===== src/rtl/uart_pkg.sv =====
// Shared UART definitions: default divisor geometry and the divisor-latch register layout.
// The divisor-latch register block uses the same layout.
package uart_pkg;

   localparam int unsigned DIV_W_DEF  = 16;
   localparam int unsigned FRAC_W_DEF = 4;
   localparam int unsigned OVS_DEF    = 16;

   typedef struct packed {
      logic [DIV_W_DEF-1:0]  div_int;
      logic [FRAC_W_DEF-1:0] div_frac;
   } div_reg_t;

   // Oversample counter width; a single-tick baud period still needs one bit.
   function automatic int unsigned ocnt_width(input int unsigned ovs);
      return (ovs > 1) ? $clog2(ovs) : 1;
   endfunction

endpackage


===== src/rtl/baud_frac_acc.sv =====
// Fractional-divisor accumulator: adds the fraction once per period and reports the
// carry that stretches the next period by one clock.
module baud_frac_acc
   import uart_pkg::*;
#(
   parameter int unsigned FRAC_W = FRAC_W_DEF
) (
   input  logic              i_clk,
   input  logic              i_rst,
   input  logic              i_en,
   input  logic              i_clr,
   input  logic [FRAC_W-1:0] i_frac,
   output logic              o_carry
);

   logic [FRAC_W-1:0] r_acc;
   logic [FRAC_W:0]   w_sum;

   always_comb begin
      w_sum   = {1'b0, r_acc} + {1'b0, i_frac};
      o_carry = w_sum[FRAC_W];
   end

   always_ff @(posedge i_clk) begin
      if (i_rst || i_clr) begin
         r_acc <= '0;
      end else if (i_en) begin
         r_acc <= w_sum[FRAC_W-1:0];
      end
   end

endmodule


===== src/rtl/frac_baud_gen.sv =====
// Fractional UART baud-rate generator: oversample tick every act_int(+carry) clocks and a
// baud strobe every OVS ticks, with double-buffered divisor updates applied at period ends.
module frac_baud_gen
   import uart_pkg::*;
#(
   parameter int unsigned DIV_W  = DIV_W_DEF,
   parameter int unsigned FRAC_W = FRAC_W_DEF,
   parameter int unsigned OVS    = OVS_DEF
) (
   input  logic              i_clk,
   input  logic              i_rst,
   input  logic              i_en,
   input  logic [DIV_W-1:0]  i_div,
   input  logic [FRAC_W-1:0] i_div_frac,
   input  logic              i_div_load,
   output logic              o_tick,
   output logic              o_br,
   output logic              o_upd_pend
);

   localparam int unsigned       OCNT_W    = ocnt_width(OVS);
   localparam logic [OCNT_W-1:0] OCNT_LAST = OCNT_W'(OVS - 1);

   logic [DIV_W-1:0]  r_act_int, r_sh_int, r_cnt;
   logic [FRAC_W-1:0] r_act_frac, r_sh_frac;
   logic [OCNT_W-1:0] r_ocnt;
   logic              r_pend, r_tick, r_br;

   logic              w_halted, w_reload, w_apply, w_carry;
   logic [DIV_W-1:0]  w_src_int, w_act_int_nx, w_cnt_nx;
   logic [FRAC_W-1:0] w_src_frac, w_act_frac_nx;
   logic [OCNT_W-1:0] w_ocnt_nx;

   always_comb begin
      w_halted      = (r_act_int == '0) || !i_en;
      w_reload      = !w_halted && (r_cnt == '0);
      // A load in the applying cycle bypasses the shadow so the last load always wins.
      w_src_int     = i_div_load ? i_div : r_sh_int;
      w_src_frac    = i_div_load ? i_div_frac : r_sh_frac;
      w_apply       = (i_div_load || r_pend) && (w_halted || w_reload);
      w_act_int_nx  = w_apply ? w_src_int : r_act_int;
      w_act_frac_nx = w_apply ? w_src_frac : r_act_frac;

      w_cnt_nx = r_cnt - DIV_W'(1);
      if (w_halted) begin
         w_cnt_nx = w_act_int_nx - DIV_W'(1);
      end else if (w_reload) begin
         w_cnt_nx = w_apply ? (w_src_int - DIV_W'(1))
                            : (r_act_int - DIV_W'(1) + DIV_W'(w_carry));
      end

      w_ocnt_nx = r_ocnt;
      if (w_halted) begin
         w_ocnt_nx = '0;
      end else if (w_reload) begin
         w_ocnt_nx = (r_ocnt == OCNT_LAST) ? '0 : r_ocnt + OCNT_W'(1);
      end
   end

   baud_frac_acc #(
      .FRAC_W (FRAC_W)
   ) u_acc (
      .i_clk   (i_clk),
      .i_rst   (i_rst),
      .i_en    (w_reload),
      .i_clr   (w_halted || w_apply),
      .i_frac  (r_act_frac),
      .o_carry (w_carry)
   );

   always_ff @(posedge i_clk) begin
      if (i_rst) begin
         r_act_int  <= '0;
         r_act_frac <= '0;
         r_sh_int   <= '0;
         r_sh_frac  <= '0;
         r_pend     <= 1'b0;
         r_cnt      <= '0;
         r_ocnt     <= '0;
         r_tick     <= 1'b0;
         r_br       <= 1'b0;
      end else begin
         r_act_int  <= w_act_int_nx;
         r_act_frac <= w_act_frac_nx;
         if (i_div_load) begin
            r_sh_int  <= i_div;
            r_sh_frac <= i_div_frac;
         end
         if (w_apply) begin
            r_pend <= 1'b0;
         end else if (i_div_load) begin
            r_pend <= 1'b1;
         end
         r_cnt  <= w_cnt_nx;
         r_ocnt <= w_ocnt_nx;
         r_tick <= w_reload;
         r_br   <= w_reload && (r_ocnt == OCNT_LAST);
      end
   end

   assign o_tick     = r_tick;
   assign o_br       = r_br;
   assign o_upd_pend = r_pend;

endmodule


===== config.mk =====
export PLATFORM = sky130hd
export DESIGN_NAME = frac_baud_gen
export DESIGN_NICKNAME = d
export VERILOG_FILES = /design/src/rtl/uart_pkg.sv /design/src/rtl/baud_frac_acc.sv /design/src/rtl/frac_baud_gen.sv
export SDC_FILE = /design/constraint.sdc
export NUM_CORES = 1
export LEC_CHECK = 0
export ABC_AREA = 1
export CAP_MARGIN = 20
export CORE_ASPECT_RATIO = 1.2
export CORE_MARGIN = 1.5
export CORE_UTILIZATION = 35
export DETAILED_ROUTE_END_ITERATION = 10
export GPL_TIMING_DRIVEN = 1
export SYNTH_ARGS = -nofsm -noshare
export SYNTH_HDL_FRONTEND = slang
export SYNTH_SLANG_ARGS = --single-unit

===== constraint.sdc =====
create_clock -name i_clk -period 7.5 [get_ports i_clk]
set_input_delay 1.125 -clock i_clk [delete_from_list [all_inputs] [get_ports i_clk]]
set_output_delay 1.125 -clock i_clk [all_outputs]
set_load 0.02 [all_outputs]

Yosys cells after proc, flatten, opt, wreduce, memory -nomap -nowiden
Cells that the tools add are included.

storage, ports and cells
  logic and storage cells = 39
  register bits = 67
  input port bits = 24
  output and inout port bits = 3

cells by class
  mux-type cells = 7
  reductions and logical operators = 14
  eq/ne operators = 1
  add/subtract/negate cells = 7

operator list
  cell                                                                  count
  16-bit two-way mux                                                    5
  16-bit by 1-bit subtractor with 16-bit output, second input constant  4
  16-bit zero test                                                      2
  16-bit by 1-bit adder with 16-bit output                              1
  4-bit two-way mux                                                     2
  4-bit by 4-bit adder with 5-bit output                                1
  1-bit logical OR                                                      5
  4-bit by 1-bit adder with 4-bit output, second input constant         1
  4-bit == test, second input constant                                  1
  2-bit OR reduction                                                    2
  1-bit logical AND                                                     3
  1-bit zero test                                                       2

Logic depth before layout (Yosys ltp)
  word-level depth = 9
  gate-level depth with buffers = 18
  gate-level depth less buffers = 18

Hierarchy
From an unflattened synthesis, not the netlist that was laid out.

second synthesis, totals
  cells, all modules = 709
  area total of the unflattened synthesis = 4484.3 um^2

by module, submodules not included
  module         area each (um^2)  seq. area each (um^2)  times used  cells an instance
  frac_baud_gen  4182.8            1261.2                 1           667
  baud_frac_acc  301.5             80.1                   1           42

Least setup slack after synthesis
No wires, ideal clock.

  kind = input to register
  start point = input port i_div_load
  end point = register r_cnt[10]
  stages on the path = 15
  setup time = 0.109 ns
  data required time = 7.391 ns
  arrival = 2.768 ns
  buffers on the path = 2
  path slack = 4.623 ns
  path through = buf_4 > nor2_1 > inv_2 > nand2_4 > buf_6 > nand2_1 > nand2_2 > ha_1 > nand3_1 > nor2_4 > nand3_1 > nand2_1 > nand3_1 > nand2_1 > inv_1

between the ends
  cells in the longest elaborated chain, start to end = 5
  elaborated cells between the ends (all ways) = 9
  those cells by class = 2 x add/sub; 5 x mux; 2 x reduce/logical

ends and longest elaborated chain
  item                                                                                 line                                      source
  from (decl)                                                                          frac_baud_gen.sv:15                       input logic i_div_load,
  16-bit two-way mux or 1-bit logical OR (tied branches)                               n/a
  16-bit by 1-bit subtractor with 16-bit output or 1-bit logical AND (tied branches)   frac_baud_gen.sv:48, frac_baud_gen.sv:40
  16-bit two-way mux, on equally long branches                                         frac_baud_gen.sv:48, frac_baud_gen.sv:41
  16-bit two-way mux or 16-bit by 1-bit subtractor with 16-bit output (tied branches)  frac_baud_gen.sv:47, frac_baud_gen.sv:46
  16-bit two-way mux *                                                                 frac_baud_gen.sv:45                       if (w_halted) begin
  to (signal assigned)                                                                 frac_baud_gen.sv:94                       r_cnt <= w_cnt_nx;
  to (decl)                                                                            frac_baud_gen.sv:24                       logic [DIV_W-1:0] r_act_int, r_sh_int, r_cnt;

Mark *: on every way between the ends. The rest lies on a longest branch, timed or not.
A chain may end at the register's enable or synchronous reset.

Final worst setup path
  start point = input port i_div_load
  end point = register r_cnt[6]

Same word-level chain as after synthesis.

==> metrics.md <==
| Metric | Value |
|---|---|
| Drt pass-1 iters | `5` |
| FF+latch count, synth | `67` |
| TritonCTS clock tree | `built` |
| Setup TNS | `0 ps` |
| DRC viols | `0` |
| Run status | `finished, final reports clean` |
| Initial antenna violation count | `0` |
| Syn avg cell area | `6.36 um2` |
| Unrepaired setup endpoints after global routing | `no` |
| Final setup fails | `0` |
| CORE AREA | `0.0127 mm2` |
| CP Capture Type | `flip-flop` |
| Total grt overflow | `0` |
| Total I/O pin count | `27` |
| CTS resizes | `0` |
| Clock root buffer | `clkbuf_16` |
| Routed Antenna Nets | `0` |
| Worst hold stages | `2` |
| Post-DP HPWL | `roughly 10 mm` |
| Max Clock Freq | `259 MHz` |
| Global Route Usage Sum | `0.209` |
| Ant diodes | `0` |
| Crit path time final | `3860 ps` |
| PD cells | `between 200 and 300 mW/mm2` |
| Sequential area share after synthesis | `0.296` |
| Critical Path Source Type | `input port` |
| Slew Limit Fails | `0` |
| Mapped Cells | `713` |
| WP data required | `7770 ps` |
| Final hold viol count | `0` |
| First-pass GRT wire length | `22.0 mm` |
| RR Startpoint | `r_act_frac[0]$_SDFFE_PP0P_` |
| CTS max path bufs | `2` |
| Max cap viols | `0` |
| Hold endpoint | `u_acc.r_acc[3]$_SDFFE_PP0N_` |
| Cts hold-fix bufs | `0` |
| Initial Utilization | `0.358` |
| Hold Crit Start | `u_acc.r_acc[3]$_SDFFE_PP0N_` |
| Placed Cells | `a little under 900` |
| Leakage power | `2.35 nW` |
| WP data arrival | `4130 ps` |
| R2r endpoint | `r_cnt[12]$_SDFF_PP0_` |
| R2R setup slack | `~4300 ps` |
| WL final | `13.7 mm` |
| Vias/cell | `5.04` |
| Layout cells sized above 1 | `0.0668` |
| Clk sinks | `67` |
| DIE HEIGHT | `128 um` |
| Netlist cell types | `42` |
| CTS clk-pin slew, worst paths | `60 ps` |
| Fin crit share | `0.515` |
| Maximum VDD drop | `~95 uV` |
| H-Tree Level Count | `3` |
| CTS buffer count | `9` |
| Worst slew margin | `0.315` |
| DR iter-0 viols | `about 390` |
| Layout Skew | `approximately 5.7 ps` |
| Synth warn | `0` |
| Die area | `~0.014 mm2` |
| Worst Hold Slack | `~480 ps` |
| WS Path Type | `input port to flip-flop` |
| Row count | `45` |
| Mapped cell area | `between 0.004 and 0.005 mm2` |
| Worst slew pin tran | `1030 ps` |
| Clock latency on the worst-skew pair | `~340 ps` |
| Worst-case reg-to-reg path depth | `16` |
| Area Growth Syn to Fin | `13.4%` |
| Crit path max fanout | `36` |
| IO Port Bufs | `26` |
| Hold Crit Class | `flip-flop to flip-flop` |
| Gpl congestion | `0.950` |
| Pin count of the biggest net entering global routing | `55` |
| Vias in the first global route | `4,352` |
| Post-Layout Cell Count | `897` |
| Die X | `107 um` |
| WL/cell | `roughly 15 um` |
| Count of nets after finishing | `764` |
| Post-Syn Nets | `between 700 and 800` |
| Setup bufs post-CTS | `0` |
| DR vias | `4,517` |
| Fillcell total | `1,338` |
==> registers in the layout, indices dropped and copies added (netlist names) <==
signal       count
o_br             1
r_sh_int        16
r_act_frac       4
o_tick           1
r_ocnt           4
r_sh_frac        4
r_act_int       16
r_cnt           16
o_upd_pend       1
u_acc.r_acc      4
==> stage by stage <==
step | util | setup WS, ps | total power [mW] | area (um2)
2_1_floorplan | - | 4620 | 0.826 | 4540
3_3_place_gp | 0.384 | 3380 | 0.951 | 4860
3_5_place_dp | 0.384 | 3310 | 0.952 | 4860
4_1_cts | 0.406 | 3670 | 1.35 | 5140
5_1_grt | 0.406 | 3280 | 1.44 | 5140
6_report | 0.406 | 3640 | 1.35 | 5140
==> final cells by class <==
type,instances,area (um2),area share
clock buffers,10,229,0.0445
clock inverters,6,48.8,0.00949
inverters,84,315,0.0613
multi-input cells,539,2740,0.533
flip-flops and latches,67,1340,0.261
well taps,164,205,0.0399
repair buffers,27,263,0.0511
==> how the worst max path moves through the flow <==
| stage | start | end | slack (ps) |
|---|---|---|---|
| after floorplan | i_div_load | r_cnt[10]$_SDFF_PP0_ | 4620 |
| after global placement | i_div_load | r_cnt[6]$_SDFF_PP0_ | 3380 |
| after detailed placement | i_div_load | r_cnt[6]$_SDFF_PP0_ | 3310 |
| after CTS | i_div_load | r_cnt[6]$_SDFF_PP0_ | 3670 |
| after global routing | i_div_load | r_cnt[6]$_SDFF_PP0_ | 3280 |
| final | i_div_load | r_cnt[6]$_SDFF_PP0_ | 3640 |
==> cells in the mapped netlist <==
cell type | n | area share
o211ai_1 | 3 | 0.0050
nand3_4 | 1 | 0.0039
a31oi_1 | 4 | 0.0055
nor2_4 | 5 | 0.012
or2_1 | 2 | 0.0028
nand2_1 | 165 | 0.14
clkbuf_1 | 10 | 0.0083
dfxtp_1 | 67 | 0.30
nor2_2 | 7 | 0.0097
mux2i_1 | 5 | 0.011
a21boi_0 | 1 | 0.0017
nand2_4 | 1 | 0.0025
ha_1 | 11 | 0.030
or2_2 | 3 | 0.0041
o21a_1 | 2 | 0.0033
o21ai_1 | 15 | 0.017
buf_6 | 4 | 0.0099
fa_1 | 1 | 0.0044
nor4_4 | 1 | 0.0047
o2111a_1 | 2 | 0.0050
nor2_1 | 131 | 0.11
buf_2 | 4 | 0.0044
nor3_1 | 4 | 0.0044
nor3_2 | 2 | 0.0044
nand3_1 | 58 | 0.064
a22o_1 | 1 | 0.0019
a211oi_1 | 7 | 0.012
a21oi_1 | 26 | 0.029
inv_1 | 82 | 0.068
inv_2 | 2 | 0.0017
o22ai_1 | 1 | 0.0014
o21ai_0 | 29 | 0.032
nor3b_1 | 1 | 0.0017
nand4_1 | 7 | 0.0097
o311ai_0 | 1 | 0.0019
buf_4 | 5 | 0.0083
xnor2_1 | 6 | 0.012
nand2_2 | 8 | 0.011
nand3_2 | 2 | 0.0044
a221oi_1 | 1 | 0.0019
xor2_1 | 20 | 0.039
nor4_1 | 5 | 0.0069
==> power by group <==
group          internal [mW]  total (mW)  switching [mW]
sequential             0.398       0.437          0.0395
clock                  0.227       0.397           0.170
combinational          0.173       0.520           0.347
==> cell usage in the layout, fill, tap and decap left out, types with 3 or more instances in the layout <==
cell type / netlist / layout
nand2_1: 165 / 165
nor2_1: 131 / 131
inv_1: 82 / 82
dfxtp_1: 67 / 67
nand3_1: 58 / 58
o21ai_0: 29 / 29
a21oi_1: 26 / 26
clkdlybuf4s50_1: 0 / 25
xor2_1: 20 / 20
o21ai_1: 15 / 15
ha_1: 11 / 11
clkbuf_16: 0 / 9
nand2_2: 8 / 8
nor2_2: 7 / 7
nand4_1: 7 / 7
a211oi_1: 7 / 7
xnor2_1: 6 / 6
nor2_4: 5 / 5
nor4_1: 5 / 5
mux2i_1: 5 / 5
nor3_1: 4 / 4
a31oi_1: 4 / 4
or2_2: 3 / 3
o211ai_1: 3 / 3
clkinvlp_4: 0 / 3
inv_6: 0 / 3
==> worst max-delay path, cell delays in order <==
cell             delay, ps
clkdlybuf4s50_1        390
buf_4                  250
nor2_1                 350
inv_2                  290
nand2_4                370
nand2_1                 90
nand2_1                190
ha_1                   220
nand2_1                100
nor2_1                 140
nand2_1                 70
xor2_1                 260
nand2_1                 90
a21oi_1                140
==> per-layer routing <==
layer  track usage  routed length [um]
met5             0                   0
met3        0.0376                 641
met1         0.267                6210
met4         0.100                 460
met2         0.341                6360
==> logic make-up (layout without fill, tap and decap cells) <==
kind of cell             after synthesis  after routing  synth area share
AO/OA/AOI/OAI                         93             93             0.116
multiplexers                           5              5            0.0110
buffers and inverters                107            127             0.100
flip-flops                            67             67             0.296
XOR/XNOR                              26             26            0.0502
adder cells (fa/ha/maj)               12             12            0.0348
AND/OR/NAND/NOR                      403            403             0.391
(Power assumes the default switching activity.)
